## src/rtl/r5p_soc_ctl.sv

```systemverilog
// System controller slave on the r5p load/store bus: signature window, halt/exit code,
// cycle counter, watchdog and byte console. Console FIFO enabled by R5P_SOC_CTL_CONSOLE_EN.
module r5p_soc_ctl #(
  parameter int unsigned DW = 32,
  parameter int unsigned AW = 6,
  parameter int unsigned CW = 32,
  parameter int unsigned FD = 16
) (
  input  logic            clk,
  input  logic            rst,
  input  logic            bus_vld,
  input  logic            bus_wen,
  input  logic [AW-1:0]   bus_adr,
  input  logic [DW/8-1:0] bus_ben,
  input  logic [DW-1:0]   bus_wdt,
  output logic [DW-1:0]   bus_rdt,
  output logic            bus_rdy,
  output logic [DW-1:0]   sig_begin,
  output logic [DW-1:0]   sig_end,
  output logic            halt,
  output logic [DW-2:0]   exit_code,
  output logic            timeout,
  output logic            con_vld,
  output logic [7:0]      con_dat,
  input  logic            con_rdy
);

  localparam int unsigned BW = DW / 8;
  localparam int unsigned IW = AW - 3;
  localparam int unsigned PW = $clog2(FD);

  logic [IW-1:0] idx;
  logic sel_sb, sel_se, sel_halt, sel_tlim, sel_cyc, sel_con, sel_stat;
  logic hs, wr_hs, rd_hs;
  logic fifo_full, fifo_empty;
  logic [PW:0] fifo_cnt;

  logic [DW-1:0] rdt_q, rdt_d, sig_begin_q, sig_begin_d, sig_end_q, sig_end_d;
  logic          halt_q, halt_d, timeout_q, timeout_d;
  logic [DW-2:0] exit_code_q, exit_code_d;
  logic [CW-1:0] tlimit_q, tlimit_d, cycle_q, cycle_d;
  logic          cyc_hit;
  logic [DW-1:0] status;

  function automatic logic [DW-1:0] be_merge(input logic [DW-1:0] old_v,
                                              input logic [DW-1:0] new_v,
                                              input logic [BW-1:0] be);
    logic [DW-1:0] res;
    res = old_v;
    for (int i = 0; i < BW; i++) begin
      if (be[i]) res[8*i +: 8] = new_v[8*i +: 8];
    end
    return res;
  endfunction

  assign idx      = bus_adr[AW-1:3];
  assign sel_sb   = (idx == IW'(0));
  assign sel_se   = (idx == IW'(1));
  assign sel_halt = (idx == IW'(2));
  assign sel_tlim = (idx == IW'(3));
  assign sel_cyc  = (idx == IW'(4));
  assign sel_con  = (idx == IW'(5));
  assign sel_stat = (idx == IW'(6));

  // Stall depends only on registered FIFO state, never on con_rdy.
  assign bus_rdy = !(bus_vld && bus_wen && sel_con && fifo_full);
  assign hs      = bus_vld && bus_rdy;
  assign wr_hs   = hs && bus_wen;
  assign rd_hs   = hs && !bus_wen;

  always_comb begin
    status        = '0;
    status[0]     = halt_q;
    status[1]     = timeout_q;
    status[2]     = fifo_full;
    status[3]     = fifo_empty;
    status[15:8]  = 8'(fifo_cnt);

    sig_begin_d   = sig_begin_q;
    sig_end_d     = sig_end_q;
    halt_d        = halt_q;
    exit_code_d   = exit_code_q;
    tlimit_d      = tlimit_q;
    rdt_d         = rdt_q;

    // Counter stops on the matching cycle so it holds the limit value after expiry.
    cyc_hit   = (tlimit_q != '0) && (cycle_q == tlimit_q);
    timeout_d = timeout_q || cyc_hit;
    cycle_d   = cycle_q;
    if (!halt_q && !timeout_q && !cyc_hit) cycle_d = cycle_q + CW'(1);

    if (wr_hs) begin
      if (sel_sb) sig_begin_d = be_merge(sig_begin_q, bus_wdt, bus_ben);
      if (sel_se) sig_end_d = be_merge(sig_end_q, bus_wdt, bus_ben);
      if (sel_tlim) tlimit_d = CW'(be_merge(DW'(tlimit_q), bus_wdt, bus_ben));
      if (sel_halt && bus_ben[0] && bus_wdt[0] && !halt_q) begin
        halt_d      = 1'b1;
        exit_code_d = bus_wdt[DW-1:1];
      end
    end

    if (rd_hs) begin
      rdt_d = '0;
      if (sel_sb)   rdt_d = sig_begin_q;
      if (sel_se)   rdt_d = sig_end_q;
      if (sel_tlim) rdt_d = DW'(tlimit_q);
      if (sel_cyc)  rdt_d = DW'(cycle_q);
      if (sel_stat) rdt_d = status;
    end
  end

  always_ff @(posedge clk or negedge rst) begin
    if (!rst) begin
      rdt_q       <= '0;
      sig_begin_q <= '0;
      sig_end_q   <= '0;
      halt_q      <= 1'b0;
      exit_code_q <= '0;
      timeout_q   <= 1'b0;
      tlimit_q    <= '0;
      cycle_q     <= '0;
    end else begin
      rdt_q       <= rdt_d;
      sig_begin_q <= sig_begin_d;
      sig_end_q   <= sig_end_d;
      halt_q      <= halt_d;
      exit_code_q <= exit_code_d;
      timeout_q   <= timeout_d;
      tlimit_q    <= tlimit_d;
      cycle_q     <= cycle_d;
    end
  end

  assign bus_rdt   = rdt_q;
  assign sig_begin = sig_begin_q;
  assign sig_end   = sig_end_q;
  assign halt      = halt_q;
  assign exit_code = exit_code_q;
  assign timeout   = timeout_q;

`ifdef R5P_SOC_CTL_CONSOLE_EN
  logic [7:0]    mem_q [FD];
  logic [PW-1:0] wptr_q, wptr_d, rptr_q, rptr_d;
  logic [PW:0]   cnt_q, cnt_d;
  logic          push, pop;

  assign push       = wr_hs && sel_con && bus_ben[0];
  assign pop        = !fifo_empty && con_rdy;
  assign fifo_cnt   = cnt_q;
  assign fifo_full  = (cnt_q == (PW+1)'(FD));
  assign fifo_empty = (cnt_q == '0);

  always_comb begin
    wptr_d = wptr_q;
    rptr_d = rptr_q;
    cnt_d  = cnt_q;
    if (push) wptr_d = wptr_q + PW'(1);
    if (pop)  rptr_d = rptr_q + PW'(1);
    if (push && !pop)      cnt_d = cnt_q + (PW+1)'(1);
    else if (!push && pop) cnt_d = cnt_q - (PW+1)'(1);
  end

  always_ff @(posedge clk or negedge rst) begin
    if (!rst) begin
      wptr_q <= '0;
      rptr_q <= '0;
      cnt_q  <= '0;
    end else begin
      wptr_q <= wptr_d;
      rptr_q <= rptr_d;
      cnt_q  <= cnt_d;
    end
  end

  always_ff @(posedge clk) begin
    if (push) mem_q[wptr_q] <= bus_wdt[7:0];
  end

  assign con_vld = !fifo_empty;
  assign con_dat = fifo_empty ? 8'h00 : mem_q[rptr_q];
`else
  logic unused_con_rdy;
  assign unused_con_rdy = con_rdy;
  assign fifo_cnt       = '0;
  assign fifo_full      = 1'b0;
  assign fifo_empty     = 1'b1;
  assign con_vld        = 1'b0;
  assign con_dat        = 8'h00;
`endif

  logic unused_adr_lsb;
  assign unused_adr_lsb = ^bus_adr[2:0];

endmodule

```

## config.mk

```make
export PLATFORM = sky130hd
export DESIGN_NAME = r5p_soc_ctl
export DESIGN_NICKNAME = d
export VERILOG_FILES = /design/src/rtl/r5p_soc_ctl.sv
export SDC_FILE = /design/constraint.sdc
export NUM_CORES = 1
export LEC_CHECK = 0
export BUFFER_PORTS_ARGS = -buffer_cell sky130_fd_sc_hd__buf_2
export CAP_MARGIN = 20
export CORE_ASPECT_RATIO = 2
export CORE_UTILIZATION = 31
export DETAILED_ROUTE_END_ITERATION = 8
export GPL_TIMING_DRIVEN = 0
export HOLD_SLACK_MARGIN = 0.08
export PLACE_DENSITY = 0.51
export SLEW_MARGIN = 20
export SYNTH_ARGS = -nofsm -noshare
export SYNTH_HDL_FRONTEND = slang
export SYNTH_SLANG_ARGS = --single-unit
```

## constraint.sdc

```tcl
create_clock -name clk -period 2.9 [get_ports clk]
set_clock_uncertainty 0.05 [all_clocks]
set_input_delay 0.58 -clock clk [delete_from_list [all_inputs] [get_ports clk]]
set_output_delay 0.58 -clock clk [all_outputs]
set_load 0.05 [all_outputs]
```

# == After elaboration in Yosys (flattened, before gate mapping) ==
# Index checks and enable logic that the tools add are counted.
# classes
shift,0
addsub,1
n_reduce_logical,28
mux,5
eq_ne,6
n_div,0
magnitude_cmp,0
multipliers,0
n_bitwise,0
# ops
cell,n
$mux W32,5
$reduce_and A3 Y1,12
$add A32 B1 Y32 const B,1
$eq A32 B32 Y1,1
$reduce_bool A32 Y1,1
$logic_and A1 B1 Y1,8
$eq A3 B2 Y1 const B,2
$eq A3 B3 Y1 const B,2
$logic_not A1 Y1,4
$eq A3 B1 Y1 const B,1
$logic_not A3 Y1,1
$reduce_and A2 Y1,1
$logic_or A1 B1 Y1,1
# word_totals
wordCells,57
romBits,0
output_inout_bits,139
mem_count,0
ff_bits,193
latchBits,0
input_bits,47
mem_bits_rw,0

# == Logic depth before layout (Yosys ltp) ==
# Gate-level depths: netlist (run 1).
# logic_depth
ltp_word,6
mapped_depth,8

# == Least setup slack after synthesis (run 1) ==
# Ideal clock, no wire load.
# synth_timing
kind,input to register
startpoint,input bus_adr[3]
endpoint,register sig_begin_q[0] (netlist: sig_begin[0])
t_arrival_ns,1.840
setup_slack_ns,0.885
cell_stages,5
setup_ns,0.125
n_path_buf,1
required_time_ns,2.725
cell_sequence,clkbuf_1 -> nor2_1 -> nand2_1 -> nor2_2 -> mux2_2
# synth_via
elab_chain_cells,2
# synth_rtl
element,line_no,source
from (decl),13,"input logic [AW-1:0] bus_adr,"
$logic_not A3 Y1,57,assign sel_sb = (idx == IW'(0));
$reduce_and A3 Y1 (no line),--,
to (signal assigned),124,sig_begin_q <= sig_begin_d;
to (decl),38,"logic [DW-1:0] rdt_q, rdt_d, sig_begin_q, sig_begin_d, sig_end_q, sig_end_d;"
# No other way between the ends.
# A chain may end at the register's enable or synchronous reset.

# == Final worst setup path (run 1) ==
# layout_timing
startpoint,register cycle_q[22]
endpoint,register cycle_q[21]
# layout_via
elab_chain_cells,4
# layout_rtl
element,line_no,source
from (decl),41,"logic [CW-1:0] tlimit_q, tlimit_d, cycle_q, cycle_d;"
from (signal assigned),130,cycle_q <= cycle_d;
$eq A32 B32 Y1,87,cyc_hit = (tlimit_q != '0) && (cycle_q == tlimit_q);
$logic_and A1 B1 Y1,87,
$logic_not A1 Y1,90,if (!halt_q && !timeout_q && !cyc_hit) cycle_d = cycle_q + CW'(1);
$logic_and A1 B1 Y1,90,
# No other way between the ends.

==> metrics.md, run 1 <==
| Metric | Value |
|---|---|
| Outcome | `finished, final reports clean` |
| Worst rel slew slack | `39.1%` |
| Hold WC Path Type | `input pin to register` |
| RSZ-0062 raised after global routing | `no` |
| Sw Ratio | `38.9%` |
| Synth area leader | `dfrtp_1` |
| CP endpoint kind | `register` |
| WP data arrival | `2.59 ns` |
| Power, Total | `0.00868 W` |
| GRT Residual Overflow | `0` |
| Primary FF master, synth | `dfrtp_1` |
| CTS tree | `built` |
| Yosys top cell area share | `52.5%` |
| Yosys warnings | `0` |
| P_int | `0.00530 W` |
| Power Density | `777 nW/um^2` |
| EDFF count, synth | `0` |
| Endpoints failing setup | `0` |
| Die outline area | `30400 sq um` |
| Post-Synthesis Cell Area | `9200 sq um` |
| Leakage | `5.60 nW` |
| Non-filler instance count after layout | `1356` |
| First-pass GRT wire length | `44500 microns` |
| Total global-route track usage | `20.4%` |
| Startpoint Class | `register` |
| Largest net degree at the start of global routing | `94` |
| Routed WL per cell | `21.6 microns` |
| Most frequent cells in the layout | `dfrtp_1 (193), buf_2 (182), mux2_2 (127), o21ai_0 (64), xor2_1 (62)` |
| CTS Root Cell | `clkbuf_16` |
| Std cell rows | `88` |
| Num CTS Buffers | `17` |
| Pre-Repair DR Iteration Count | `5` |
| H-tree Lvls | `4` |
| Synth Register Bits | `193` |
| Synth area leaders | `dfrtp_1 (53%), mux2_2 (16%), xor2_1 (5.9%), mux2i_1 (3.7%), o21ai_0 (3.5%)` |
| CTS clk-pin slew, worst paths | `0.07 ns` |
| Final Hold Viols | `0` |
| Clock power frac | `27.8%` |
| CTS max path bufs | `2` |
| DIE WIDTH | `124 microns` |
| Tmin final | `2.32 ns` |
| CORE AREA | `29000 sq um` |
| Max Fclk | `0.430 GHz` |
| DRC violations left | `0` |
| Commonest non-fill, non-tap cell in the layout | `dfrtp_1` |
| Detail Route Antenna Nets | `0` |
| Combinational power share | `31.6%` |
| Initial core utilization | `31.8%` |
| Final net count | `1031` |
| Clk_lat worst skew | `0.44 ns` |
| Setup tns final | `0 ns` |
| Kind of critical path | `register to register` |
| Post-Synthesis Cells | `783` |
| Hpwl dp | `23200 microns` |
| Peak VDD IR | `0.544 mV` |
| Sw Pwr | `0.00338 W` |
| Vias per std cell | `4.98` |
| PortBufs | `170` |
| Vias in the first global route | `7052` |
| Initial antenna violation count | `0` |
| Diodes inserted | `0` |
| Vias | `6749` |
| Final Util | `38.6%` |
| Seq/Total Area, Yosys | `52.5%` |
| Worst-Margin Slew | `0.910 ns` |
| Die height | `246 microns` |
| Final wirelength | `29300 microns` |
| Avg Cell Area, Syn | `11.7 sq um` |
| Reg power frac | `40.7%` |
| Placed Cells | `1323` |
| 1st-iter DRT viols | `325` |
| Ys async rst share | `100%` |
| Layout cells sized above 1 | `39.0%` |
| Num Clock Sinks | `193` |
| CP Data Required Time | `3.17 ns` |
| P&R area growth vs syn | `21.5%` |
| Max-Cap Viols | `0` |
| Fin crit share | `80.1%` |
| # IOs | `186` |
| Gp weighted congestion | `0.904` |
| Final slew viol count | `0` |
| Max FO, Critical Path | `10` |
| Distinct cells, synth | `44` |
| CTS-repair resized insts | `0` |
-- power groups by stage --
stage	clock (W)	combinational [W]	sequential, W
global route	0.00254	0.00289	0.00360
detailed placement	0	0.00276	0.00359
finish	0.00241	0.00274	0.00353
floorplan	0	0.000923	0.00452
CTS	0.00245	0.00276	0.00354
global placement	0	0.00272	0.00357
-- worst max-delay path, stage by stage (launching register included) --
cell and delay (ns):
dfrtp_1 0.36, buf_4 0.17, xor2_1 0.16, nor4_1 0.40, nand4_1 0.24, nor3_4 0.33
buf_6 0.24, nor4_2 0.08, xor2_1 0.15
-- flip-flops by register name (all words and copies together), names as in the netlist --
register / count
timeout: 1
cycle_q: 32
sig_begin: 32
sig_end: 32
exit_code: 31
halt: 1
bus_rdt: 32
tlimit_q: 32
-- path summary, 6_finish.rpt --
kind                             start       endpoint  slack, ns  depth (start not counted)
setup / recovery           cycle_q[22]    cycle_q[21]       0.58                          8
hold / removal             bus_wdt[13]  sig_begin[13]       0.36                          2
setup reg to reg           cycle_q[22]    cycle_q[21]       0.58                          8
hold reg to reg            bus_rdt[17]    bus_rdt[17]       0.42                          2
max in group asynchronous          rst  exit_code[20]       1.16                          4
min in group asynchronous          rst  exit_code[30]       0.51                          2
-- metrics by stage --
stage | setup slack [ns] | cell area [sq um] | hold WS (ns)
floorplan | 0.885 | 9230 | 0.234
global placement | -2.17 | 10500 | 0.411
detailed placement | 0.250 | 10600 | 0.367
CTS | 0.564 | 11200 | 0.342
global route | 0.358 | 11200 | 0.357
finish | 0.577 | 11200 | 0.364
-- routing by layer --
metal | vias up | share of wire [%] | wire length (microns) | global-route usage, %
met2 | 158 | 56 | 16400 | 37.0
met1 | 3412 | 37 | 11000 | 22.6
met4 | 0 | 3.4 | 991 | 8.50
met3 | 39 | 3.2 | 923 | 3.62
li1 | 3140 | - | - | -
met5 | - | 0 | 0 | 0
-- timing repair --
item / 4_1_cts / 5_1_grt
setup endpoints to repair: 0 / 0
hold endpoints to repair: 18 / 0
buffers inserted: 0 / 0
hold buffers: 1 / 0
-- cells by family (layout without fill, tap and decap cells) --
family / count (synthesis) / count (layout) / synth area share [%]
XOR/XNOR: 63 / 63 / 6.00
adder cells (fa/ha/maj): 1 / 1 / 0.136
AO/OA/AOI/OAI: 111 / 111 / 6.45
AND/OR/NAND/NOR: 196 / 196 / 11.8
multiplexers: 162 / 162 / 19.4
other: 2 / 10 / 0.0816
buffers and inverters: 55 / 260 / 3.67
flip-flops: 193 / 193 / 52.5
-- cell type report --
type | count | area, sq um
Tap cell | 360 | 450
Buffer | 54 | 334
Sequential cell | 193 | 4830
Clock buffer | 26 | 469
Inverter | 1 | 3.75
Clock inverter | 6 | 105
Timing Repair Buffer | 173 | 926
Multi-Input combinational cell | 543 | 4060
Fill cell | 2932 | 17800
-- Yosys cell counts (5+ instances only) --
| library cell | number |
|---|---|
| xor2_1 | 62 |
| nor2_2 | 5 |
| nand2_1 | 48 |
| clkbuf_1 | 18 |
| buf_6 | 8 |
| nor4_2 | 10 |
| buf_2 | 13 |
| o211ai_1 | 13 |
| o21ai_0 | 64 |
| nor3_1 | 19 |
| mux2i_1 | 34 |
| nand3_1 | 13 |
| mux2_2 | 127 |
| a21oi_1 | 33 |
| dfrtp_1 | 193 |
| nand4_1 | 12 |
| nor4_1 | 15 |
| buf_4 | 12 |
| nor2_1 | 46 |
(Power assumes the default switching activity.)
==> run 2: changes to the inputs <==
Settings changed: PLACE_DENSITY 0.51 to 0.53.
Clock period 2.9 ns to 2.1 ns, I/O delays scaled along.
==> metrics.md, run 2 (synthesis gave the netlist of run 1 again) <==
| Metric | Value |
|---|---|
| Outcome | `finished with violations` |
| Failing checks | `setup timing` |
| Vias in the first global route | `7118 (+0.94%)` |
| Max Fclk | `0.470 GHz (+9.2%)` |
| DRC violations left | `0 (unchanged)` |
| Final net count | `1036 (+0.48%)` |
| Final slew viol count | `0 (unchanged)` |
| Die height | `246 microns (unchanged)` |
| Gp weighted congestion | `0.895 (-0.95%)` |
| P_int | `0.00711 W (+34%)` |
| H-tree Lvls | `4 (unchanged)` |
| Max-Cap Viols | `0 (unchanged)` |
| Hpwl dp | `23100 microns (-0.20%)` |
| Total global-route track usage | `20.2% (-0.16 points)` |
| 1st-iter DRT viols | `231 (-29%)` |
| Most frequent cells in the layout | `dfrtp_1 (185), buf_2 (180), mux2_2 (127), o21ai_0 (64), xor2_1 (61)` |
| Reg-to-reg startpoint | `tlimit_q[30]` |
| Reg power frac | `41.5% (+0.8 points)` |
| Slowest stage cell, crit path | `dfrtp_1` |
| Clk_lat worst skew | `0.45 ns (about the same)` |
| CP endpoint kind | `register` |
| Routed WL per cell | `21.4 microns (-1.1%)` |
| Fin crit share | `101% (+21 points)` |
| CTS max path bufs | `2 (unchanged)` |
| Kind of critical path | `register to register` |
| GRT Residual Overflow | `0 (unchanged)` |
| WP data arrival | `2.45 ns (-0.14 ns)` |
| Final Util | `39.1% (+0.52 points)` |
| Final Hold Viols | `0 (unchanged)` |
| Vias per std cell | `5.02 (+0.80%)` |
| Layout cells sized above 1 | `41.7% (+2.7 points)` |
| Tmin final | `2.13 ns (-0.197 ns)` |
| Largest net degree at the start of global routing | `96 (+2.1%)` |
| # IOs | `186 (unchanged)` |
| CP Data Required Time | `2.43 ns (-0.74 ns)` |
| CP delay by family, top | `simple AND/OR/NAND/NOR gates` |
| Commonest non-fill, non-tap cell in the layout | `dfrtp_1` |
| CTS clk-pin slew, worst paths | `0.07 ns (about the same)` |
| Num Clock Sinks | `193 (unchanged)` |
| Worst-Margin Slew | `0.974 ns (+0.0645 ns)` |
| Max FO, Critical Path | `10 (unchanged)` |
| R2R cell count | `8 (unchanged)` |
| Final wirelength | `29100 microns (-0.79%)` |
| Buf/Inv on CP | `2 (unchanged)` |
| Combinational power share | `32.3% (+0.7 points)` |
| CP cell instances | `nor4_2 -> nand4_1 -> nor2_2 -> nor3_4 -> buf_12 -> buf_12 -> nor4_2 -> xor2_1` |
| Peak VDD IR | `0.520 mV (-4.5%)` |
| P&R area growth vs syn | `23.2%` |
| Clock power frac | `26.2% (-1.6 points)` |
| RSZ-0062 raised after global routing | `yes` |
| Initial antenna violation count | `0 (unchanged)` |
| CORE AREA | `29000 sq um (unchanged)` |
| PortBufs | `170 (unchanged)` |
| R2R setup slack | `-0.03 ns (-0.60 ns)` |
| Power, Total | `0.0118 W (+36%)` |
| Detail Route Antenna Nets | `0 (unchanged)` |
| Pre-CTS WS | `-0.356 ns (-0.606 ns)` |
| Worst r2r dst | `cycle_q[5]` |
| Die outline area | `30400 sq um (unchanged)` |
| Num CTS Buffers | `17 (unchanged)` |
| Initial core utilization | `31.8% (unchanged)` |
| WHS Path Cells | `2 (unchanged)` |
| First-pass GRT wire length | `44100 microns (-0.73%)` |
| Fin area | `11300 sq um (+1.4%)` |
| Post-route setup slack | `-0.0265 ns (-0.603 ns)` |
| Endpoints failing setup | `17 (+17)` |
| DP Area | `10600 sq um (unchanged)` |
| Pre-Repair DR Iteration Count | `4 (-1)` |
| Hold WC Path Type | `input pin to register` |
| Hold endpoint | `tlimit_q[6]` |
| Sw Ratio | `39.9% (+0.92 points)` |
| Worst path max stage delay | `0.44 ns (+0.04 ns)` |
| CTS Root Cell | `clkbuf_16` |
| DIE WIDTH | `124 microns (unchanged)` |
| CTS tree | `built` |
| Min-delay src | `bus_wdt[6]` |
| Fillers | `2921 (-0.38%)` |
| Diodes inserted | `0 (unchanged)` |
| Worst rel slew slack | `34.8% (-4.3 points)` |
| Vias | `6823 (+1.1%)` |
| Startpoint Class | `register` |
| Power Density | `1040 nW/um^2 (+34%)` |
| Leakage | `5.63 nW (+0.39%)` |
| Std cell rows | `88 (unchanged)` |
| Sw Pwr | `0.00471 W (+39%)` |
## run 2: timing repair
| action | 4_1_cts | 5_1_grt |
|---|---|---|
| buffers inserted | 3 | 2 |
| gates cloned | 0 | 0 |
| endpoints found under the setup margin | 32 | 33 |
| gates resized for setup | 23 | 8 |
| hold buffers | 1 | 0 |
| endpoints found under the hold margin | 28 | 0 |
| pin swaps | 6 | 7 |
## run 2: worst max path at each step
stage / cells past startpoint / from / slack (ns) / endpoint
after global routing: 8 / tlimit_q[2] / -0.13 / cycle_q[30]
after global placement: 1 / rst / -2.79 / bus_rdt[20]
after detailed placement: 8 / bus_adr[3] / -0.36 / bus_rdt[7]
after CTS: 8 / cycle_q[8] / -0.04 / cycle_q[25]
final: 8 / tlimit_q[30] / -0.03 / cycle_q[5]
after floorplan: 8 / cycle_q[2] / 0.19 / cycle_q[25]
## run 2: power by group through the flow
stage,registers [W],clock network (W),logic [W]
3_3_place_gp,0.00492,0,0.00376
5_1_grt,0.00499,0.00328,0.00401
3_5_place_dp,0.00495,0,0.00379
2_1_floorplan,0.00624,0,0.00127
4_1_cts,0.00491,0.00316,0.00383
6_report,0.00491,0.00310,0.00381
## run 2: stage by stage
step                TNS [ns]  hold slack, ns  instances
global placement     -563.33           0.411       1321
detailed placement    -33.38           0.235       1323
floorplan                  0          0.0744        791
CTS                   -0.519           0.180       1358
global route           -2.94           0.189       1360
finish                -0.187           0.192       1360
## run 2: cell type report
class	instances	area [sq um]	area share, %
inverter	1	3.75	0.0331
tap	360	450	3.98
sequential	193	4840	42.7
clock buffer	21	450	3.98
timing repair buffer	178	976	8.61
clock inverter	10	87.6	0.773
buffer	54	362	3.19
multi-input combinational	543	4160	36.7
## run 2: routing by layer
layer  wire length (microns)  GRT usage [%]
met1                   10700           21.8
met2                   16200           36.8
met3                    1060           3.85
met4                    1080           9.32
met5                       0              0
